$ cat src/rtl/tile_renderer.sv
`default_nettype none
// ============================================================================
//  Module   : tile_renderer
//  Purpose  : Two-stage pixel colour pipeline for a tile-map game screen.
//             Tracks the raster position of each accepted scan pixel, looks
//             up the background tile under it, overlays the Mario and Goomba
//             sprites and emits an RGB444 colour two cycles later.
//  Ports    : vga_clock              - sole clock, rising edge
//             reset                  - synchronous, active-high
//             pixel_en               - one scan pixel presented this cycle
//             line_start/frame_start - qualify pixel_en (column 0 / origin)
//             background             - 12 x 17 tile map, one byte per tile
//             mario_*/goomba_*       - signed sprite top-left, pixels
//             win, lose              - level status (sampled per frame)
//             rgb, rgb_valid         - pixel colour and its qualifier
//  Revision : 1.0  initial release
// ============================================================================
module tile_renderer #(
   parameter int BDR             = 0,
   parameter int SKY             = 1,
   parameter int BLK             = 2,
   parameter int GND             = 3,
   parameter int TKN             = 4,
   parameter int CK1             = 5,
   parameter int CK2             = 6,
   parameter int SCREEN_WIDTH    = 640,
   parameter int SCREEN_HEIGHT   = 480,
   parameter int BLOCK_WIDTH     = 40,
   parameter int CHARACTER_WIDTH = 42,
   parameter logic [11:0] C_BDR    = 12'h000,
   parameter logic [11:0] C_SKY    = 12'h6AF,
   parameter logic [11:0] C_BLK    = 12'hA52,
   parameter logic [11:0] C_GND    = 12'h850,
   parameter logic [11:0] C_TKN    = 12'hFD0,
   parameter logic [11:0] C_CK1    = 12'hFFF,
   parameter logic [11:0] C_CK2    = 12'hCCC,
   parameter logic [11:0] C_MARIO  = 12'hF00,
   parameter logic [11:0] C_GOOMBA = 12'h840,
   parameter logic [11:0] C_BAD    = 12'hF0F
) (
   input  logic                      vga_clock,
   input  logic                      reset,
   input  logic                      pixel_en,
   input  logic                      line_start,
   input  logic                      frame_start,
   input  logic [11:0][16:0][7:0]    background,
   input  logic signed [31:0]        mario_x,
   input  logic signed [31:0]        mario_y,
   input  logic signed [31:0]        goomba_x,
   input  logic signed [31:0]        goomba_y,
   input  logic                      win,
   input  logic                      lose,
   output logic [11:0]               rgb,
   output logic                      rgb_valid
);

   localparam int PXW  = $clog2(SCREEN_WIDTH + 1);
   localparam int PYW  = $clog2(SCREEN_HEIGHT + 1);
   localparam int SUBW = $clog2(BLOCK_WIDTH);
   localparam logic [PXW-1:0]    C_PX_MAX   = PXW'(SCREEN_WIDTH);
   localparam logic [PYW-1:0]    C_PY_MAX   = PYW'(SCREEN_HEIGHT);
   localparam logic [SUBW-1:0]   C_SUB_LAST = SUBW'(BLOCK_WIDTH - 1);
   localparam logic signed [31:0] C_CW      = 32'(CHARACTER_WIDTH);

   // Raster position of the most recently accepted pixel, plus the tile
   // column/row and the offset inside that tile (replaces division by 40).
   logic [PXW-1:0]  px_q, px_d;
   logic [PYW-1:0]  py_q, py_d;
   logic [SUBW-1:0] csub_q, csub_d, rsub_q, rsub_d;
   logic [4:0]      col_q, col_d, row_q, row_d;

   // Per-frame snapshot
   logic [5:0]         fc_q, fc_d;
   logic               spr_en_q, spr_en_d;
   logic               win_q, win_d, lose_q, lose_d;
   logic signed [31:0] mx_q, mx_d, my_q, my_d, gx_q, gx_d, gy_q, gy_d;

   // Stage 1 / stage 2 pipeline registers
   logic [7:0]  code_q;
   logic        mhit_q, ghit_q, inr_q, tkn_on_q, win1_q, lose1_q, v1_q;
   logic [11:0] rgb_q;
   logic        v2_q;

   logic               w_fs;
   logic               w_inr;
   logic               w_mhit, w_ghit;
   logic signed [31:0] w_px_s, w_py_s;
   logic [3:0]         w_ri;
   logic [4:0]         w_ci;
   logic [7:0]         w_code;
   logic [11:0]        w_rgb;

   assign w_fs = pixel_en & frame_start;

   // Scan counters; the _d values are the coordinates of the pixel being
   // accepted this cycle, so stage 1 works from them directly.
   always_comb begin
      px_d   = px_q;
      py_d   = py_q;
      csub_d = csub_q;
      rsub_d = rsub_q;
      col_d  = col_q;
      row_d  = row_q;
      if (pixel_en) begin
         if (frame_start) begin
            px_d   = '0;
            py_d   = '0;
            csub_d = '0;
            rsub_d = '0;
            col_d  = '0;
            row_d  = '0;
         end else if (line_start) begin
            px_d   = '0;
            csub_d = '0;
            col_d  = '0;
            if (py_q < C_PY_MAX) begin
               py_d = py_q + 1'b1;
               if (rsub_q == C_SUB_LAST) begin
                  rsub_d = '0;
                  row_d  = row_q + 5'd1;
               end else begin
                  rsub_d = rsub_q + 1'b1;
               end
            end
         end else if (px_q < C_PX_MAX) begin
            px_d = px_q + 1'b1;
            if (csub_q == C_SUB_LAST) begin
               csub_d = '0;
               col_d  = col_q + 5'd1;
            end else begin
               csub_d = csub_q + 1'b1;
            end
         end
      end
   end

   // A frame_start pixel already sees the values it snapshots.
   assign fc_d     = w_fs ? fc_q + 6'd1 : fc_q;
   assign spr_en_d = spr_en_q | w_fs;
   assign win_d    = w_fs ? win      : win_q;
   assign lose_d   = w_fs ? lose     : lose_q;
   assign mx_d     = w_fs ? mario_x  : mx_q;
   assign my_d     = w_fs ? mario_y  : my_q;
   assign gx_d     = w_fs ? goomba_x : gx_q;
   assign gy_d     = w_fs ? goomba_y : gy_q;

   assign w_px_s = $signed({{(32-PXW){1'b0}}, px_d});
   assign w_py_s = $signed({{(32-PYW){1'b0}}, py_d});
   assign w_inr  = (px_d < C_PX_MAX) && (py_d < C_PY_MAX);

   assign w_mhit = spr_en_d && (w_px_s >= mx_d) && (w_px_s < mx_d + C_CW)
                            && (w_py_s >= my_d) && (w_py_s < my_d + C_CW);
   assign w_ghit = spr_en_d && (w_px_s >= gx_d) && (w_px_s < gx_d + C_CW)
                            && (w_py_s >= gy_d) && (w_py_s < gy_d + C_CW);

   // Map is stored bottom-row-first and right-to-left; array column 0 is
   // never on screen. Out-of-range indices only occur off-screen, where the
   // range flag forces the border colour anyway.
   assign w_ri   = 4'd11 - row_d[3:0];
   assign w_ci   = 5'd16 - col_d;
   assign w_code = w_inr ? background[w_ri][w_ci] : 8'd0;

   // Stage 2 colour selection
   always_comb begin
      w_rgb = C_BDR;
      if (!inr_q) begin
         w_rgb = C_BDR;
      end else if (mhit_q) begin
         w_rgb = C_MARIO;
      end else if (ghit_q) begin
         w_rgb = C_GOOMBA;
      end else begin
         case (code_q)
            8'(BDR): w_rgb = lose1_q ? 12'hF00 : (win1_q ? 12'h0F0 : C_BDR);
            8'(SKY): w_rgb = C_SKY;
            8'(BLK): w_rgb = C_BLK;
            8'(GND): w_rgb = C_GND;
            8'(TKN): w_rgb = tkn_on_q ? C_TKN : C_SKY;
            8'(CK1): w_rgb = C_CK1;
            8'(CK2): w_rgb = C_CK2;
            default: w_rgb = C_BAD;
         endcase
      end
   end

   always_ff @(posedge vga_clock) begin
      if (reset) begin
         px_q     <= '0;
         py_q     <= '0;
         csub_q   <= '0;
         rsub_q   <= '0;
         col_q    <= '0;
         row_q    <= '0;
         fc_q     <= '0;
         spr_en_q <= 1'b0;
         win_q    <= 1'b0;
         lose_q   <= 1'b0;
         mx_q     <= '0;
         my_q     <= '0;
         gx_q     <= '0;
         gy_q     <= '0;
         code_q   <= '0;
         mhit_q   <= 1'b0;
         ghit_q   <= 1'b0;
         inr_q    <= 1'b0;
         tkn_on_q <= 1'b0;
         win1_q   <= 1'b0;
         lose1_q  <= 1'b0;
         v1_q     <= 1'b0;
         rgb_q    <= '0;
         v2_q     <= 1'b0;
      end else begin
         px_q     <= px_d;
         py_q     <= py_d;
         csub_q   <= csub_d;
         rsub_q   <= rsub_d;
         col_q    <= col_d;
         row_q    <= row_d;
         fc_q     <= fc_d;
         spr_en_q <= spr_en_d;
         win_q    <= win_d;
         lose_q   <= lose_d;
         mx_q     <= mx_d;
         my_q     <= my_d;
         gx_q     <= gx_d;
         gy_q     <= gy_d;
         code_q   <= w_code;
         mhit_q   <= w_mhit;
         ghit_q   <= w_ghit;
         inr_q    <= w_inr;
         tkn_on_q <= ~fc_d[4];
         win1_q   <= win_d;
         lose1_q  <= lose_d;
         v1_q     <= pixel_en;
         rgb_q    <= v1_q ? w_rgb : 12'h000;
         v2_q     <= v1_q;
      end
   end

   assign rgb       = rgb_q;
   assign rgb_valid = v2_q;

endmodule
`default_nettype wire

$ cat config.mk
export PLATFORM = sky130hd
export DESIGN_NAME = tile_renderer
export DESIGN_NICKNAME = d
export VERILOG_FILES = /design/src/rtl/tile_renderer.sv
export SDC_FILE = /design/constraint.sdc
export NUM_CORES = 2
export LEC_CHECK = 0
export ABC_AREA = 1
export ABC_CLOCK_PERIOD_IN_PS = 4800
export CAP_MARGIN = 25
export CORE_AREA = 8 8 688 690
export CTS_BUF_LIST = sky130_fd_sc_hd__clkbuf_8
export DETAILED_ROUTE_END_ITERATION = 12
export DIE_AREA = 0 0 696 698
export HOLD_SLACK_MARGIN = 0.08
export SYNTH_ARGS = -nofsm -noshare
export SYNTH_HDL_FRONTEND = slang
export SYNTH_SLANG_ARGS = --single-unit
$ cat constraint.sdc
create_clock -name vga_clock -period 4.8 [get_ports vga_clock]
set_clock_uncertainty 0.2 [all_clocks]
set_input_delay 0.96 -clock vga_clock [delete_from_list [all_inputs] [get_ports vga_clock]]
set_output_delay 0.96 -clock vga_clock [all_outputs]
set_load 0.05 [all_outputs]
* Yosys cells after proc, flatten, opt, wreduce, memory -nomap -nowiden *
Index checks and enable logic that the tools add are counted.

word-level totals
  register bits = 204
  latch bits = 0
  memory bits (writable) = 0
  ROM bits = 0
  bits of input ports = 1767
  output and inout bits = 13
  logic and storage cells = 129
  memories kept = 0

cells by class
  add/subtract/negate cells = 13
  multiply operators = 0
  div/mod/pow operators = 0
  $lt $le $gt $ge = 14
  eq/ne operators = 8
  shift-type cells = 0
  multiplexer cells = 41
  bitwise operators = 6
  reductions and logical operators = 21

operators by type and width
  cell                                                 number
  binary-select mux 136 bit (select 4 bit)             1
  two-way mux 136 bit                                  1
  adder 32 x 7 -> 32 bit (second input constant)       4
  two-way mux 32 bit                                   4
  one-hot mux 12 bit (7 select lines)                  1
  >= comparator 10 x 32 -> 1 bit                       2
  >= comparator 11 x 32 -> 1 bit                       2
  less-than comparator 10 x 32 -> 1 bit                2
  less-than comparator 11 x 32 -> 1 bit                2
  two-way mux 5 bit                                    10
  two-way mux 12 bit                                   4
  two-way mux 6 bit                                    8
  binary-select mux 8 bit (select 5 bit)               1
  two-way mux 10 bit                                   4
  two-way mux 9 bit                                    4
  == test 8 x 3 -> 1 bit (second input constant)       3
  less-than comparator 10 bit (second input constant)  2
  adder 6 x 1 -> 6 bit (second input constant)         3
  less-than comparator 9 bit (second input constant)   2
  == test 8 x 2 -> 1 bit (second input constant)       2
  two-way mux 8 bit                                    2
  == test 6 bit (second input constant)                2
  adder 10 x 1 -> 10 bit (second input constant)       1
  adder 5 x 1 -> 5 bit (second input constant)         2
  21 further kinds                                     34

* Depth between registers and ports, before layout *
  depth after elaboration = 11
  depth in mapped cells = 27
  gate-level depth less buffers = 26

* Least setup slack after synthesis *
No wires, ideal clock.

  kind = input port to flip-flop
  start point = input port pixel_en
  end point = register ghit_q
  setup time = 0.109 ns
  arrival time = 3.630 ns
  data required time = 4.491 ns
  path slack = 0.862 ns
  cell stages on the path = 19
  buffers on the path = 5
  cells stage by stage = nand2_4 -> buf_6 -> buf_4 -> buf_6 -> buf_2 -> clkbuf_1 -> o21ai_0 -> a21oi_1 -> ha_1 -> o21bai_1 -> a21o_1 -> a21oi_1 -> o221ai_1 -> a21oi_1 -> nand3b_1 -> nor3_2 -> nand4_1 -> nand2_1 -> inv_1

between the ends
  elaborated cells on any way between the ends = 16
  classes of those cells = add/sub (2); order compare (4); mux (4); bitwise (2); reduce/logical (4)

RTL lines
  element                         line  text
  start: declaration              43    input logic pixel_en,
  two-way mux 9 bit *             104   if (pixel_en) begin
  via py_d[1]                     68    logic [PYW-1:0] py_q, py_d;
  >= comparator 10 x 32 -> 1 bit  154   && (w_py_s >= gy_d) && (w_py_s < gy_d + C_CW);
  logical AND 1 bit               154
  logical AND 1 bit *             154
  end signal: assignment          229   ghit_q <= w_ghit;
  end: declaration                80    logic mhit_q, ghit_q, inr_q, tkn_on_q, win1_q, lose1_q, v1_q;

Mark *: on every way through the listed nets, which the timed path passes. The rest lies on a longest branch.
A chain may end at the register's enable or synchronous reset.

* Final worst setup path *
  start point = register rsub_q[0]
  end point = register code_q[4]

between the ends
  cells in the longest elaborated chain, start to end = 11

RTL lines
  element                                    line  text
  start: declaration                         69    logic [SUBW-1:0] csub_q, csub_d, rsub_q, rsub_d;
  start signal: assignment                   216   rsub_q <= rsub_d;
  == test 6 bit                              118   if (rsub_q == C_SUB_LAST) begin
  two-way mux 5 bit                          118
  two-way mux 5 bit                          116   if (py_q < C_PY_MAX) begin
  two-way mux 5 bit                          112   end else if (line_start) begin
  two-way mux 5 bit                          105   if (frame_start) begin
  two-way mux 4 bit                          104
  subtractor 4 bit                           159   assign w_ri = 4'd11 - row_d[3:0];
  binary-select mux 136 bit (select 4 bit)   161   assign w_code = w_inr ? background[w_ri][w_ci] : 8'd0;
  two-way mux 136 bit (not written as such)  161
  binary-select mux 8 bit (select 5 bit)     161
  two-way mux 8 bit (not written as such)    161
  end signal: assignment                     227   code_q <= w_code;
  end: declaration                           79    logic [7:0] code_q;

No other way between the ends. The select of a mux whose other input is x is not followed.

==> results.py <==
metrics = {
    "outcome": {
        "status": "finished clean",
    },
    "place": {
        "post-dp-hpwl_um": 433000,
        "port_buffers": 1779,
        "post-place-ws_ns": -1.29,
        "numPlacedInstances": 15355,
        "place_congestion": 0.991,
    },
    "global_route": {
        "grt_max_degree": 97,
        "grt_pass1_vias": 54866,
        "grt_pass1_wl_um": 587000,
        "track_usage_pct": 18.6,
        "grt_overflow": 0,
        "antenna_found_initial": 381,
    },
    "layout": {
        "seqCellArea_um2": 4020,
        "drive_gt1_share_pct": 13.5,
        "num-nets-final": 11077,
        "fillers": 53768,
        "stdcell_count": 15587,
        "area_delta_synth_final_pct": 99.7,
        "multi_input_area_um2": 23900,
    },
    "flow_run": {
        "cap_viol_max_count": 0,
    },
    "logic_synthesis": {
        "yosysUniqueCellTypes": 60,
        "synth_warnings": 0,
        "ys_dominant_reg_cell": "dfxtp_1",
        "ys_seq_elements": 201,
        "async_reset_ff_share_pct": 0,
        "ys_seq_area_share_pct": 11.6,
        "syn_inst": 6845,
        "synth_edf_count": 0,
        "netlist_area_um2": 34800,
        "syn_avg_cell_area_um2": 5.08,
        "mappedNetlistNets": 8696,
    },
    "sta": {
        "fin_crit_sh_pct": 93.3,
        "rsz0062_at_grt": "false",
        "min_period_ns": 4.48,
        "setup_viol": 0,
        "finalWorstSetupSlack_ns": 0.321,
        "finalHoldViolCount": 0,
        "slew_violations": 0,
        "relSlewSlack_pct": 28.2,
        "fmax_ghz": 0.223,
        "worst_pin_slew_ns": 1.08,
    },
    "drt": {
        "final_antenna_net_count": 0,
        "vias": 56863,
        "first_pass_iters": 6,
        "wl_per_cell_um": 30.5,
        "drcViolationCount": 0,
        "detailedRoute.firstIterationViolations": 6083,
        "viasPerCell": 3.65,
        "wl_um": 475000,
    },
    "critical_path": {
        "cp-start-kind": "register",
        "critPathArrivalTime_ns": 4.94,
        "max_stage_delay_ns": 0.38,
        "cp_top_family": "simple AND/OR/NAND/NOR gates",
        "path_max_fanout": 16,
        "crit_required_ns": 5.26,
        "worst-path-buf-inv": 4,
        "crit_slowest_cell": "dfxtp_1",
        "path_cells": "ha_1, nand3_1, nor2_2, nand2_1, nand2_1, nand3_4, inv_16, buf_4, buf_4, nand3_1, nand2_1, a21oi_2, nand3_1, nand3_2, buf_4, nand3_1, nand3_1, nand2_1, nand2_1, a21oi_1",
        "critPathKind": "reg -> reg",
        "endpoint_kind": "register",
    },
    "cts": {
        "cts_tree": "done",
        "root_buffer": "clkbuf_8",
        "cts_hold_buf": 0,
        "htree_levels": 2,
        "cts_inserted_buffers": 43,
        "cts.path.max_buffers": 3,
        "cts.clk_slew.worst_paths_ns": 0.06,
        "clkSinkCount": 201,
        "clock_latency_ns": 0.75,
    },
    "floorplan": {
        "ios": 1780,
        "dieArea_um2": 486000,
        "die_h_um": 698,
        "core_um2": 462000,
        "rows": 250,
        "start_util_pct": 7.53,
        "die_x_um": 696,
    },
    "power_and_ir_drop": {
        "leakagePower_nw": 32.2,
        "ir_drop_mv": 0.183,
        "p_per_area_nw_per_um2": 112,
    },
    "min_path": {
        "hold_path.class": "reg -> reg",
    },
}
## sequential cells by signal (all words and copies together) (netlist names), 5 cells and up
register	flops
code_q	8
rgb	11
my_q	32
px_q	10
rsub_q	6
csub_q	6
col_q	5
gx_q	32
py_q	9
mx_q	32
fc_q	5
gy_q	32
## area by class of cell
| cell class | count | area share (%) |
|---|---|---|
| timing repair buffer | 2789 | 40.1 |
| clock buffer | 52 | 1.03 |
| multi-input combinational | 4957 | 34.4 |
| clock inverter | 24 | 0.240 |
| antenna | 156 | 0.562 |
| tap | 6174 | 11.1 |
| sequential | 201 | 5.79 |
| inverter | 1234 | 6.74 |
## cell usage after synthesis, types with 4 or more instances
| cell | number | area [µm²] |
|---|---|---|
| mux2i_1 | 4 | 40.0 |
| xor2_1 | 64 | 561 |
| o21bai_1 | 10 | 75.1 |
| nand2_1 | 2278 | 8550 |
| mux2i_2 | 4 | 55.1 |
| o21ai_2 | 25 | 219 |
| nor2_1 | 453 | 1700 |
| nor4_1 | 17 | 106 |
| ha_1 | 84 | 1050 |
| or2_2 | 35 | 219 |
| o21a_1 | 5 | 37.5 |
| inv_2 | 25 | 93.8 |
| nand3_1 | 698 | 3490 |
| buf_6 | 31 | 349 |
| inv_1 | 1205 | 4520 |
| xnor2_1 | 7 | 61.3 |
| or2_1 | 4 | 25.0 |
| buf_4 | 44 | 330 |
| a211oi_1 | 7 | 52.6 |
| o21ai_1 | 113 | 566 |
| nor2_2 | 14 | 87.6 |
| nor2_4 | 6 | 67.6 |
| nand3_2 | 6 | 60.1 |
| o21ai_0 | 231 | 1160 |
| o211ai_1 | 145 | 1090 |
| nor3_1 | 55 | 275 |
| dfxtp_1 | 201 | 4020 |
| nor3_2 | 7 | 70.1 |
| buf_1 | 27 | 101 |
| a21oi_1 | 223 | 1120 |
| nand3b_1 | 12 | 90.1 |
| buf_2 | 202 | 1010 |
| nand4_1 | 394 | 2460 |
| clkbuf_1 | 149 | 559 |
| a31oi_1 | 7 | 43.8 |
| and3_1 | 4 | 25.0 |
| nand2_2 | 13 | 81.3 |
## cells by family (layout without fill, tap and decap cells)
| group | after synthesis | in the layout | synth area share, % |
|---|---|---|---|
| compound gates | 789 | 789 | 13.1 |
| xor+xnor | 72 | 72 | 1.83 |
| fa+ha+maj | 84 | 84 | 3.02 |
| buf+inv | 1687 | 4099 | 20.1 |
| flops | 201 | 201 | 11.6 |
| mux | 9 | 9 | 0.338 |
| other cells | 0 | 156 | 0 |
| simple gates | 4003 | 4003 | 50.0 |
## through the flow
step	area [µm²]	hold WS [ns]	setup TNS [ns]	power [mW]	utilization [%]
floorplan	34800	0.211	0	2.97	-
global placement	68100	0.252	-11.12	5.81	14.7
detailed placement	68200	0.261	-9.33	5.80	14.8
CTS	69100	0.269	0	8.01	14.9
global route	69300	0.277	0	8.30	15.0
finish	69500	0.271	0	7.81	15.0
## per-layer routing
layer  wire length [µm]  GRT usage, %
met1             195000          22.6
met3              36500          4.80
met4              16900          5.62
met2             225000          31.9
met5                746             0
## placed cells by master (no fill, tap or decap), types with 8 or more instances in the layout
master / n
a21oi_1: 219
buf_12: 197
buf_4: 814
clkbuf_8: 52
clkdlybuf4s50_1: 1776
dfxtp_1: 201
diode_2: 156
ha_1: 83
inv_1: 1213
inv_2: 25
nand2_1: 2276
nand2_2: 14
nand3_1: 694
nand3b_1: 12
nand4_1: 394
nor2_1: 448
nor2_2: 17
nor2_4: 8
nor3_1: 55
nor4_1: 16
o211ai_1: 145
o21ai_0: 224
o21ai_1: 117
o21ai_2: 28
o21bai_1: 10
or2_2: 35
xor2_1: 64
## worst min-delay path, cell delays in order (launching register included)
cell	delay, ns
dfxtp_1	0.31
nand2_1	0.06
a21oi_1	0.06
## repair_timing
action / 4_1_cts / 5_1_grt
endpoints found under the setup margin: 6 / 8
pin swaps: 0 / 3
gates resized for setup: 7 / 10
buffers inserted: 0 / 0
endpoints found under the hold margin: 0 / 0
## report_power, final
part	total, mW	switching [mW]	internal, mW
logic	3.96	1.82	2.14
registers	1.77	0.0276	1.75
clock network	2.07	1.02	1.05
total	7.81	2.87	4.93
## worst paths after layout
check,from,slack [ns],depth (start not counted),endpoint
worst max-delay path,rsub_q[0],0.32,20,code_q[4]
worst min-delay path,csub_q[5],0.27,2,csub_q[5]
worst max register to register,rsub_q[0],0.32,20,code_q[4]
worst min register to register,csub_q[5],0.27,2,csub_q[5]
Power figures use the tool's default switching activity.
